--- config.mk ---
export PLATFORM = sky130hd
export DESIGN_NAME = rate_enable_gen_flat
export DESIGN_NICKNAME = d
export VERILOG_FILES = /design/src/rtl/rate_enable_gen_pkg.sv /design/src/rtl/rate_enable_gen_if.sv /design/src/rtl/rate_enable_gen_edge_sync.sv /design/src/rtl/rate_enable_gen.sv /design/src/flat_wrapper.sv
export SDC_FILE = /design/constraint.sdc
export NUM_CORES = 1
export LEC_CHECK = 0
export CAP_MARGIN = 10
export CORE_ASPECT_RATIO = 1.75
export CORE_MARGIN = 8
export CORE_UTILIZATION = 35
export CTS_CLUSTER_SIZE = 16
export DETAILED_ROUTE_END_ITERATION = 8
export GPL_TIMING_DRIVEN = 0
export PLACE_DENSITY = 0.51
export SLEW_MARGIN = 10
export SYNTH_ARGS = -nofsm -noshare
export SYNTH_HDL_FRONTEND = slang
export SYNTH_SLANG_ARGS = --single-unit
export TNS_END_PERCENT = 100
--- constraint.sdc ---
create_clock -name Clock -period 6.7 [get_ports Clock]
set_input_delay 1.34 -clock Clock [delete_from_list [all_inputs] [get_ports Clock]]
set_output_delay 1.34 -clock Clock [all_outputs]
set_load 0.005 [all_outputs]
--- src/rtl/rate_enable_gen_pkg.sv ---
// Shared encodings and defaults for the rate_enable_gen pacing stage.
package rate_enable_gen_pkg;

  typedef enum logic {
    ST_STOPPED = 1'b0,
    ST_RUNNING = 1'b1
  } state_t;

  typedef logic [1:0] rate_t;

  localparam rate_t RATE_FAST = 2'b00;
  localparam rate_t RATE_1    = 2'b01;
  localparam rate_t RATE_2    = 2'b10;
  localparam rate_t RATE_3    = 2'b11;

  // Defaults give 1 Hz / 0.5 Hz / 0.25 Hz from a 50 MHz clock.
  localparam int unsigned CNT_W_DEFAULT = 28;
  localparam int unsigned DIV1_DEFAULT  = 50_000_000;
  localparam int unsigned DIV2_DEFAULT  = 100_000_000;
  localparam int unsigned DIV3_DEFAULT  = 200_000_000;

endpackage

--- src/rtl/rate_enable_gen_if.sv ---
// Control/status bundle between the button/switch front end and the pacing stage.
interface rate_enable_gen_if;
  import rate_enable_gen_pkg::*;

  rate_t Rate;
  logic  Toggle;
  logic  Step;
  logic  Enable;
  logic  Running;

  modport master (
    output Rate,
    output Toggle,
    output Step,
    input  Enable,
    input  Running
  );

  modport slave (
    input  Rate,
    input  Toggle,
    input  Step,
    output Enable,
    output Running
  );

endinterface

--- src/rtl/rate_enable_gen_edge_sync.sv ---
// Two-flop synchronizer with a rising-edge detect on the synchronized level.
module rate_enable_gen_edge_sync (
  input  logic clk,
  input  logic reset_n,
  input  logic d,
  output logic rise
);

  logic sync1_q, sync2_q, prev_q;

  // Synchronizer chain plus one flop of history for the edge detect.
  always_ff @(posedge clk or negedge reset_n) begin
    if (!reset_n) begin
      sync1_q <= 1'b0;
      sync2_q <= 1'b0;
      prev_q  <= 1'b0;
    end else begin
      sync1_q <= d;
      sync2_q <= sync1_q;
      prev_q  <= sync2_q;
    end
  end

  assign rise = sync2_q & ~prev_q;

endmodule

--- src/rtl/rate_enable_gen.sv ---
// Pacing stage: emits single-cycle Enable pulses at one of four rates, with
// run/stop toggle and single-step while stopped.
module rate_enable_gen
  import rate_enable_gen_pkg::*;
#(
  parameter int unsigned CNT_W = CNT_W_DEFAULT,
  parameter int unsigned DIV1  = DIV1_DEFAULT,
  parameter int unsigned DIV2  = DIV2_DEFAULT,
  parameter int unsigned DIV3  = DIV3_DEFAULT
) (
  input logic              Clock,
  input logic              Clear_b,
  rate_enable_gen_if.slave bus
);

  localparam logic [CNT_W-1:0] RELOAD1 = CNT_W'(DIV1 - 1);
  localparam logic [CNT_W-1:0] RELOAD2 = CNT_W'(DIV2 - 1);
  localparam logic [CNT_W-1:0] RELOAD3 = CNT_W'(DIV3 - 1);

  state_t           state_q;
  logic [CNT_W-1:0] cnt_q;
  logic [CNT_W-1:0] reload;
  rate_t            rate_q;
  logic             enable_q;
  logic             toggle_rise;
  logic             step_rise;
  logic             rate_chg;

  rate_enable_gen_edge_sync u_toggle_sync (
    .clk     (Clock),
    .reset_n (Clear_b),
    .d       (bus.Toggle),
    .rise    (toggle_rise)
  );

  rate_enable_gen_edge_sync u_step_sync (
    .clk     (Clock),
    .reset_n (Clear_b),
    .d       (bus.Step),
    .rise    (step_rise)
  );

  assign rate_chg = (bus.Rate != rate_q);

  // Reload for the rate now on the input; the fast rate reloads 0 so the
  // divider expires every cycle, which is exactly the divide-by-1 behaviour.
  always_comb begin
    reload = '0;
    unique case (bus.Rate)
      RATE_FAST: reload = '0;
      RATE_1:    reload = RELOAD1;
      RATE_2:    reload = RELOAD2;
      RATE_3:    reload = RELOAD3;
    endcase
  end

  // Run/stop FSM, divider and registered Enable; Toggle outranks Step.
  always_ff @(posedge Clock or negedge Clear_b) begin
    if (!Clear_b) begin
      state_q  <= ST_STOPPED;
      cnt_q    <= '0;
      rate_q   <= RATE_FAST;
      enable_q <= 1'b0;
    end else begin
      rate_q   <= bus.Rate;
      enable_q <= 1'b0;
      if (toggle_rise) begin
        if (state_q == ST_STOPPED) begin
          state_q <= ST_RUNNING;
          cnt_q   <= reload;
        end else begin
          // Divider holds; re-entry reloads it anyway.
          state_q <= ST_STOPPED;
        end
      end else if (state_q == ST_RUNNING) begin
        if (rate_chg) begin
          // New rate restarts a full period and suppresses this cycle's pulse.
          cnt_q <= reload;
        end else if (cnt_q == '0) begin
          enable_q <= 1'b1;
          cnt_q    <= reload;
        end else begin
          cnt_q <= cnt_q - 1'b1;
        end
      end else begin
        enable_q <= step_rise;
      end
    end
  end

  assign bus.Enable  = enable_q;
  assign bus.Running = (state_q == ST_RUNNING);

endmodule

--- src/flat_wrapper.sv ---
// flat-port wrapper written by rule: the top's interface ports become plain ports
module rate_enable_gen_flat import rate_enable_gen_pkg::*;
#(
  parameter int unsigned CNT_W = CNT_W_DEFAULT,
  parameter int unsigned DIV1  = DIV1_DEFAULT,
  parameter int unsigned DIV2  = DIV2_DEFAULT,
  parameter int unsigned DIV3  = DIV3_DEFAULT
)
  (Clock, Clear_b, bus_Rate, bus_Toggle, bus_Step, bus_Enable, bus_Running);
  rate_enable_gen_if bus_i ();
  input logic Clock;
  input logic Clear_b;
  input wire logic [$bits(bus_i.Rate)-1:0] bus_Rate;
  input wire logic [$bits(bus_i.Toggle)-1:0] bus_Toggle;
  input wire logic [$bits(bus_i.Step)-1:0] bus_Step;
  output wire logic [$bits(bus_i.Enable)-1:0] bus_Enable;
  output wire logic [$bits(bus_i.Running)-1:0] bus_Running;
  assign bus_i.Rate = bus_Rate;
  assign bus_i.Toggle = bus_Toggle;
  assign bus_i.Step = bus_Step;
  assign bus_Enable = bus_i.Enable;
  assign bus_Running = bus_i.Running;
  rate_enable_gen #(.CNT_W(CNT_W), .DIV1(DIV1), .DIV2(DIV2), .DIV3(DIV3)) u_core (.Clock(Clock), .Clear_b(Clear_b), .bus(bus_i));
endmodule
Word level (Yosys, flattened, before mapping)
Index checks and enable logic that the tools add are counted.
{ "totals": {"ff_bits": 38} }
{ "op_classes": {"eq_ne": 5, "n_reduce_logical": 4, "n_addsub": 1, "mux": 11, "n_bitwise": 4} }
{ "op_table": {"columns": ["operator", "n"], "rows": [
  ["$mux W28", 5],
  ["$pmux W28 S4", 1],
  ["$logic_not A28 Y1", 1],
  ["$sub A28 B1 Y28 const B", 1],
  ["$mux W1", 5],
  ["$eq A2 B2 Y1 const B", 2],
  ["$and A1 B1 Y1", 2],
  ["$eq A2 B1 Y1 const B", 1],
  ["$logic_not A2 Y1", 1],
  ["$ne A2 B2 Y1", 1],
  ["$ne A2 B2 Y1 const B", 1],
  ["$not A1 Y1", 2],
  ["$reduce_and A2 Y1", 1],
  ["$reduce_bool A2 Y1", 1]
]} }

Depth between registers and ports, before layout
Gate-level depths: netlist of run 1.
{ "depth": {"word_depth": 6, "mapped_depth": 9, "ltp_nobuf": 7} }

Hierarchy
Synthesis of run 1 repeated with hierarchy kept, for this count alone.
{ "unflattened": {"cells_unflattened": 280, "area_unflattened_um2": 2471.1} }
{ "by_module_without_submodules": {"columns": ["module", "seq_area_each_um2", "area_each_um2", "cells_each", "n_inst"], "rows": [
  ["rate_enable_gen", 800.8, 2293.4, 272, 1],
  ["rate_enable_gen_edge_sync", 75.1, 88.8, 4, 2]
]} }

Least setup slack after synthesis of run 1
Ideal clock, no wire load.
{ "synth_path": {"path_type": "input to register", "from": "input port bus_Rate[0]", "to": "register u_core.cnt_q[20]", "arrival_time_ps": 2731, "cell_stages": 6, "required_ps": 6574, "slack_ps": 3843, "path_cell_list": "xnor2_1 nand2_1 a311oi_2 clkbuf_1 a2bb2oi_1 nand3_1"} }
{ "synth_via": {"elab_chain_len": 6, "word_cells_on_any_way": 11, "classes_between": "eq/ne: 4; mux: 6; reduce/logical: 1"} }
{ "synth_rtl": {"columns": ["element", "line", "rtl"], "rows": [
  ["from (decl)", "flat_wrapper.sv:13", "input wire logic [$bits(bus_i.Rate)-1:0] bus_Rate;"],
  ["$eq A2 B2 Y1 (tied with other cells)", "rate_enable_gen.sv:49", "unique case (bus.Rate)"],
  ["$pmux W28 S4", "rate_enable_gen.sv:49", null],
  ["$mux W28", "rate_enable_gen.sv:79", "end else if (cnt_q == '0) begin"],
  ["$mux W28", "rate_enable_gen.sv:76", "if (rate_chg) begin"],
  ["$mux W28", "rate_enable_gen.sv:75", "end else if (state_q == ST_RUNNING) begin"],
  ["$mux W28 *", "rate_enable_gen.sv:67", "if (toggle_rise) begin"],
  ["to (signal assigned)", "rate_enable_gen.sv:70", "cnt_q <= reload;"],
  ["to (signal assigned)", "rate_enable_gen.sv:78", "cnt_q <= reload;"],
  ["to (signal assigned)", "rate_enable_gen.sv:81", "cnt_q <= reload;"],
  ["to (decl)", "rate_enable_gen.sv:21", "logic [CNT_W-1:0] cnt_q;"]
]} }
Every way passes the cells marked *; elsewhere a longest branch is shown, timed or not. The select of a mux whose other input is x is not followed.
A chain may end at the register's enable or synchronous reset.

Final worst setup path of run 1
{ "layout_path": {"from": "input port bus_Rate[1]", "to": "register u_core.cnt_q[16]"} }
The elaborated chain is that of the path after synthesis.

==> results of run 1 <==
==> cell families after synthesis <==
logic type / count (synthesis) / synth area share
AOI/OAI and AO/OA: 68 / 0.224
DFF: 38 / 0.407
adders and majority gates: 6 / 0.0321
muxes: 2 / 0.00857
and+or+nand+nor: 120 / 0.268
xor gates and xnor gates: 5 / 0.0188
buffers and inverters: 23 / 0.0412
==> power by group <==
group	internal (uW)	total [uW]	switching (uW)	leakage (uW)
Clock	144	232	88.1	0.0000688
Sequential	310	400	89.9	0.000453
Combinational	159	423	264	0.000532
==> flip-flops by register name, summed over array words and instances, names as in the netlist <==
| signal | count |
|---|---|
| u_core.bus.Enable | 1 |
| u_core.bus.Running | 1 |
| u_core.cnt_q | 28 |
| u_core.rate_q | 2 |
| u_core.u_step_sync.prev_q | 1 |
| u_core.u_step_sync.sync1_q | 1 |
| u_core.u_step_sync.sync2_q | 1 |
| u_core.u_toggle_sync.prev_q | 1 |
| u_core.u_toggle_sync.sync1_q | 1 |
| u_core.u_toggle_sync.sync2_q | 1 |
==> cell type report <==
class	count	share of cell area
repair buffers	8	0.0347
inverters	10	0.0141
flip-flops and latches	38	0.356
clock buffers	6	0.0520
plain buffers	13	0.0220
multi-input cells	201	0.483
well taps	82	0.0384
==> cells in the final DEF (no fill, tap or decap), types with 4 or more instances in the layout <==
| cell type | instances |
|---|---|
| nor3_1 | 17 |
| nand3_1 | 16 |
| clkdlybuf4s50_1 | 6 |
| clkbuf_16 | 5 |
| a21oi_1 | 11 |
| o21ai_0 | 9 |
| ha_1 | 6 |
| dfrtp_1 | 38 |
| nand2_1 | 17 |
| nor2_1 | 27 |
| or2_2 | 4 |
| a211o_1 | 4 |
| and3_1 | 4 |
| o211ai_1 | 5 |
| nand4_1 | 5 |
| or3_1 | 6 |
| clkbuf_1 | 10 |
| nor4_1 | 7 |
| inv_1 | 9 |
==> metal layers <==
metal  global-route usage  up-vias
li1                     -     1028
met1                0.179     1090
met2                0.296       75
met3               0.0311       30
met4                0.113        0
met5                    0        -
==> path summary, 6_finish.rpt <==
| check | slack (ps) | to | cells past startpoint |
|---|---|---|---|
| setup / recovery | 2940 | u_core.cnt_q[16] | 7 |
| hold / removal | 360 | u_core.u_toggle_sync.sync2_q | 0 |
| setup reg to reg | 3270 | u_core.cnt_q[19] | 5 |
| hold reg to reg | 360 | u_core.u_toggle_sync.sync2_q | 0 |
| max in group asynchronous | 5230 | u_core.cnt_q[17] | 2 |
| min in group asynchronous | 1010 | u_core.bus.Running | 1 |
==> through the flow <==
step | total power [uW] | instances | util | hold slack, ps | cell area, um2
after floorplan | 672 | 262 | - | 331 | 2340
after global placement | 818 | 351 | 0.387 | 342 | 2510
after detailed placement | 819 | 352 | 0.390 | 342 | 2530
after CTS | 1060 | 358 | 0.411 | 363 | 2670
after global routing | 1130 | 358 | 0.411 | 386 | 2670
final | 1050 | 358 | 0.411 | 360 | 2670
==> critical path: stages <==
cell and delay, ps:
clkdlybuf4s50_1 510, xnor2_1 270, nand2_1 210, a311oi_2 790
clkbuf_1 480, nand4_1 160, o311ai_0 150
==> flow_summary.ini, run 1 <==
[layout]
nets = 289
diodes = 0
drive_gt1_frac = 0.0833
fillers = 654
syn_to_final_growth_pct = 14.3
regArea_um2 = 951
multi_input_area_um2 = 1290

[synth]
synth_top_cell_by_area = dfrtp_1
syn_nets = 274
synthFlopType = dfrtp_1
synth_common_cells = dfrtp_1 (38), nor2_1 (27), nand2_1 (17), nor3_1 (17), nand3_1 (16)
avgSynthCellArea_um2 = 8.92
syn-cell-area_um2 = 2340
async_reset_ff_frac = 1.00
ys_types = 58
synth_area_leaders = dfrtp_1 (41%), nor2_1 (4.3%), nor3_1 (3.6%)
synth_edf_count = 0
synthDominantCellAreaShare = 0.407
ys_warn_count = 0
syn_inst = 262
post-synth-top-count-cell = dfrtp_1
ys_seq_elements = 38
yosysSeqAreaShare = 0.407

[worst_setup_path]
start_kind = input port
r2r_start = u_core.cnt_q[4]
crit_start = bus_Rate[1]
timing_worst_setup_path_type = input port to flip-flop
endpoint_kind = flip-flop
cp_max_fo = 10
cp_data_arrival_time_ps = 3910
cp.required_ps = 6840

[floorplan]
rows = 39
die-area_um2 = 9650
dieHeight_um = 124
initial_core_util = 0.360
core_area_um2 = 6490
fp.dieW_um = 77.8
ios = 8

[cts]
cts_tree = yes
numClockSinks = 38
clk_pin_slew_ps = 50
cts_resized = 0
clk-insertion-delay-late_ps = 290
cts_max_path_buffers = 2
cts_buffers = 5
hold_buffers = 0
cts_setup_buffers = 0
cts_root_buffer = clkbuf_16
htreeDepth = 2

[placement]
place_congestion = 0.950
port_buffers = 7
hpwl_um = 5670
dpl_worst_slack_ps = 2620

[run]
maxCapViolCount = 0

[global_route]
grt_overflow = 0
antenna_found_initial = 0
grt.total_usage = 0.168
grt_pass1_wl_um = 12600
grt_max_degree = 21
grt_pass1_vias = 2318

[route]
wire_per_inst_um = 21.0
dr_wl_met3_um = 349
met1_length_um = 2840
dr.pass1.iters = 5
final_antenna_net_count = 0
dr.max_layer_used = met4
viasPerCell = 6.21
drc_errors = 0
num_vias = 2223
wl_met2_um = 3840
drt_iter0_drc = 176
drt-total-wl_um = 7510

[sta]
worstMarginPinSlew_ps = 923
fmaxAchievable_ghz = 0.266
finalCritPeriodShare = 0.562
rsz0062_at_grt = false
relSlewSlack = 0.380
final_max_slew_viol_count = 0
setup_viol = 0
fin_ws_ps = 2940
tns_ps = 0
finalHoldViolCount = 0
layout_min_cycle_time_ps = 3760
skew_ps = 3.05

[min_path]
hold_path_class = flip-flop to flip-flop
hp-start = u_core.u_toggle_sync.sync1_q

[power]
powerDensity_nw_per_um2 = 395
ir_drop_mv = 0.139
leakagePower_uw = 0.00105

[status]
status = complete, no violations
(Power assumes the default switching activity.)
==> run 2: changes to the inputs <==
--- a/config.mk
+++ b/config.mk
@@ -12,7 +12,7 @@
 export CTS_CLUSTER_SIZE = 16
 export DETAILED_ROUTE_END_ITERATION = 8
 export GPL_TIMING_DRIVEN = 0
-export PLACE_DENSITY = 0.51
+export PLACE_DENSITY = 0.53
 export SLEW_MARGIN = 10
 export SYNTH_ARGS = -nofsm -noshare
 export SYNTH_HDL_FRONTEND = slang
==> constraint.sdc (replaced) <==
create_clock -name Clock -period 3.2 [get_ports Clock]
set_input_delay 0.64 -clock Clock [delete_from_list [all_inputs] [get_ports Clock]]
set_output_delay 0.64 -clock Clock [all_outputs]
set_load 0.005 [all_outputs]
==> flow_summary.ini, run 2 (synthesized netlist as in run 1, its figures left out) <==
[status]
status = complete, no violations

[cts]
clk_pin_slew_ps = 60
cts_tree = yes
cts_buffers = 5
cts_max_path_buffers = 2
hold_buffers = 0
htreeDepth = 2
clk-insertion-delay-late_ps = 290
cts_setup_buffers = 0
cts_root_buffer = clkbuf_16
numClockSinks = 38

[sta]
final_max_slew_viol_count = 0
finalHoldViolCount = 0
rsz0062_at_grt = false
fmaxAchievable_ghz = 0.335
layout_min_cycle_time_ps = 2990
setup_viol = 0
skew_ps = 6.47
tns_ps = 0
worstMarginPinSlew_ps = 975
finalCritPeriodShare = 0.934
relSlewSlack = 0.344

[layout]
largest_reg_flops = 28
nets = 289
finalNonFillerCells = 360
syn_to_final_growth_pct = 16.6
final_cell_mix = dfrtp_1 (38), nor2_1 (27), nand2_1 (17)
layout_commonest_cell = dfrtp_1
regMostFlops = u_core.cnt_q
largest_registers = u_core.cnt_q x28, u_core.rate_q x2
diodes = 0
final_cell_area_um2 = 2720
fillers = 653
drive_gt1_frac = 0.101

[power]
p_int_uw = 1340
powerDensity_nw_per_um2 = 845
netSwitchingPower_uw = 966
leakagePower_uw = 0.00107
switching_share = 0.420
combPwrFrac = 0.391
p_clk_frac = 0.240
ir_drop_mv = 0.281
seqPwrFrac = 0.369

[placement]
dp_cells = 352
placed_area_um2 = 2530
place_congestion = 0.982
port_buffers = 7
hpwl_um = 5640

[route]
wire_per_inst_um = 21.4
viasPerCell = 6.39
drt_iter0_drc = 271
drc_errors = 0
drt-total-wl_um = 7700
dr.pass1.iters = 6
final_antenna_net_count = 0
num_vias = 2300

[floorplan]
rows = 39
dieHeight_um = 124
die-area_um2 = 9650
core_area_um2 = 6490
initial_core_util = 0.360
fp.dieW_um = 77.8
ios = 8

[run]
maxCapViolCount = 0

[worst_setup_path]
timing_worst_setup_path_type = input port to flip-flop
cp_max_fo = 10
regToRegSetupSlack_ps = 280
endpoint_kind = flip-flop
start_kind = input port
cp.required_ps = 3340
cp_data_arrival_time_ps = 3130

[global_route]
grt_overflow = 0
grt_max_degree = 22
grt_pass1_vias = 2285
antenna_found_initial = 0
grt.total_usage = 0.166
grt_pass1_wl_um = 12400

[min_path]
hold_path_class = input port to asynchronous set/reset pin
## run 2: final cells by class
type | instances | area (um2) | share of cell area
timing repair buffer | 8 | 92.6 | 0.0340
sequential | 38 | 951 | 0.349
tap | 82 | 103 | 0.0377
inverter | 10 | 37.5 | 0.0138
multi-input combinational | 201 | 1320 | 0.483
clock buffer | 8 | 166 | 0.0611
buffer | 13 | 58.8 | 0.0216
## run 2: critical path: stages
cell,delay [ps]
clkdlybuf4s50_1,500
xnor2_1,290
nand2_1,240
a311oi_4,640
clkbuf_1,480
nand4_1,170
o311ai_0,160
## run 2: repair_timing
action / in CTS / in global routing
resized for setup: 1 / 3
endpoints found under the hold margin: 0 / 0
setup endpoints to repair: 3 / 16
## run 2: per-layer routing
layer,up-vias,GRT usage,part of all wire
li1,1033,-,-
met1,1152,0.174,0.38
met2,90,0.299,0.52
met3,25,0.0332,0.051
met4,0,0.0998,0.051
met5,-,0,0
## run 2: power by group through the flow
stage	Combinational [uW]	Sequential, uW	Clock, uW
after floorplan	621	786	0
after global placement	875	837	0
after detailed placement	876	839	0
after CTS	881	833	565
after global routing	996	871	576
final	901	850	551
## run 2: worst paths after layout
check	from	endpoint	depth (start not counted)
setup / recovery	bus_Rate[1]	u_core.cnt_q[16]	7
min in group Clock	u_core.u_toggle_sync.sync1_q	u_core.u_toggle_sync.sync2_q	0
hold / removal	Clear_b	u_core.cnt_q[1]	1
setup reg to reg	u_core.cnt_q[0]	u_core.cnt_q[12]	7
hold reg to reg	u_core.u_toggle_sync.sync1_q	u_core.u_toggle_sync.sync2_q	0
max in group asynchronous	Clear_b	u_core.cnt_q[14]	2
## run 2: per-stage QoR
step	power [uW]	util	hold WS, ps	worst slack [ps]
finish	2300	0.420	310	212
detailed placement	1720	0.390	342	-277
CTS	2280	0.416	321	18.2
global placement	1710	0.387	335	-267
floorplan	1410	-	331	705
global route	2440	0.420	339	66.9
==> run 3: changes to the inputs <==
--- a/config.mk
+++ b/config.mk
@@ -11,8 +11,8 @@
 export CORE_UTILIZATION = 35
 export CTS_CLUSTER_SIZE = 16
 export DETAILED_ROUTE_END_ITERATION = 8
-export GPL_TIMING_DRIVEN = 0
 export PLACE_DENSITY = 0.53
+export SKIP_LAST_GASP = 1
 export SLEW_MARGIN = 10
 export SYNTH_ARGS = -nofsm -noshare
 export SYNTH_HDL_FRONTEND = slang
==> flow_summary.ini, run 3 (synthesized netlist as in run 1, its figures left out) <==
[global_route]
grt_pass1_wl_um = 12000
met2_usage = 0.274
grt.total_usage = 0.161
use_met3 = 0.0303
grt_max_degree = 39
gr-max-usage-layer = met2
grt_overflow = 0
grt_pass1_vias = 2258
use_met1 = 0.172
antenna_found_initial = 0

[cts]
hold_buffers = 0
cts_tree = yes
numClockSinks = 38
cts_buffers = 5
cts_max_path_buffers = 2
cts_setup_buffers = 0
htreeDepth = 2
clk_pin_slew_ps = 60
clk-insertion-delay-late_ps = 280
cts_resized = 0
cts_root_buffer = clkbuf_16

[sta]
finalHoldViolCount = 0
finalCritPeriodShare = 0.836
fin_ws_ps = 524
rsz0062_at_grt = false
final_max_slew_viol_count = 0
skew_ps = 3.48
layout_min_cycle_time_ps = 2680
worstMarginPinSlew_ps = 908
relSlewSlack = 0.395
setup_viol = 0
tns_ps = 0
fmaxAchievable_ghz = 0.374
timing.hold.ws_ps = 349

[floorplan]
dieHeight_um = 124
initial_core_util = 0.360
core_area_um2 = 6490
ios = 8
fp.dieW_um = 77.8
die-area_um2 = 9650
rows = 39

[worst_setup_path]
timing_worst_setup_path_type = flip-flop to flip-flop
start_kind = flip-flop
endpoint_kind = flip-flop
cp_max_fo = 17
cp_data_arrival_time_ps = 2810
cp.required_ps = 3340
r2r_start = u_core.cnt_q[16]
crit_start = u_core.cnt_q[16]

[route]
final_antenna_net_count = 0
drt_iter0_drc = 243
dr.pass1.iters = 4
wire_per_inst_um = 20.1
drc_errors = 0
num_vias = 2223
drt-total-wl_um = 7280
viasPerCell = 6.14

[status]
status = complete, no violations

[layout]
syn_to_final_growth_pct = 17.2
drive_gt1_frac = 0.136
layout_commonest_cell = dfrtp_1
largest_reg_flops = 28
largest_registers = u_core.cnt_q x28, u_core.rate_q x2
nets = 291
final_cell_mix = dfrtp_1 (38), nor2_1 (27), nand2_1 (17), nor3_1 (17)
final_cell_area_um2 = 2740
diodes = 0
regMostFlops = u_core.cnt_q

[min_path]
hold_path_class = flip-flop to flip-flop
hp-start = u_core.u_toggle_sync.sync1_q

[placement]
place_congestion = 0.870
placed_area_um2 = 2570
hpwl_um = 5340
dpl_worst_slack_ps = 457
port_buffers = 7

[run]
maxCapViolCount = 0

[power]
powerDensity_nw_per_um2 = 822
ir_drop_mv = 0.250
leakagePower_uw = 0.00112
fin_total_pwr_uw = 2250
-- run 3: cell types whose count changed in the layout (fill, tap and decap cells not counted), sizes merged --
| cell | change |
|---|---|
| buf | +12 |
| clkbuf | -10 |
-- run 3: final cells by class --
class | instances | area [um2]
well taps | 82 | 103
multi-input cells | 201 | 1300
inverters | 10 | 37.5
flip-flops and latches | 38 | 951
repair buffers | 23 | 185
clock buffers | 8 | 166
fillers | 638 | 3750
-- run 3: where the power goes --
part / internal (uW) / switching, uW / total (uW)
Sequential: 648 / 212 / 859
Combinational: 346 / 503 / 848
Clock: 353 / 192 / 545
-- run 3: final timing paths --
check | endpoint | slack, ps | cells after the start
worst max-delay path | u_core.cnt_q[14] | 520 | 7
worst min-delay path | u_core.u_toggle_sync.sync2_q | 350 | 0
worst max register to register | u_core.cnt_q[14] | 520 | 7
worst min register to register | u_core.u_toggle_sync.sync2_q | 350 | 0
max in group asynchronous | u_core.cnt_q[10] | 2140 | 1
min in group asynchronous | u_core.cnt_q[26] | 490 | 1
-- run 3: worst max-delay path, stage by stage (launching register included) --
cell and delay [ps]:
dfrtp_1 430, or3_1 520, nor4_1 280, buf_4 200, a311oi_2 110, buf_4 220
nor3_1 570, o22ai_1 180
-- run 3: layer usage --
metal  wire, um  part of all wire
met1       2790              0.38
met4        418             0.057
met3        265             0.036
met2       3800              0.52
met5          0                 0
-- run 3: stage by stage --
step,utilization,std cells
floorplan,-,262
global placement,0.396,354
detailed placement,0.396,354
CTS,0.422,362
global route,0.422,362
finish,0.422,362
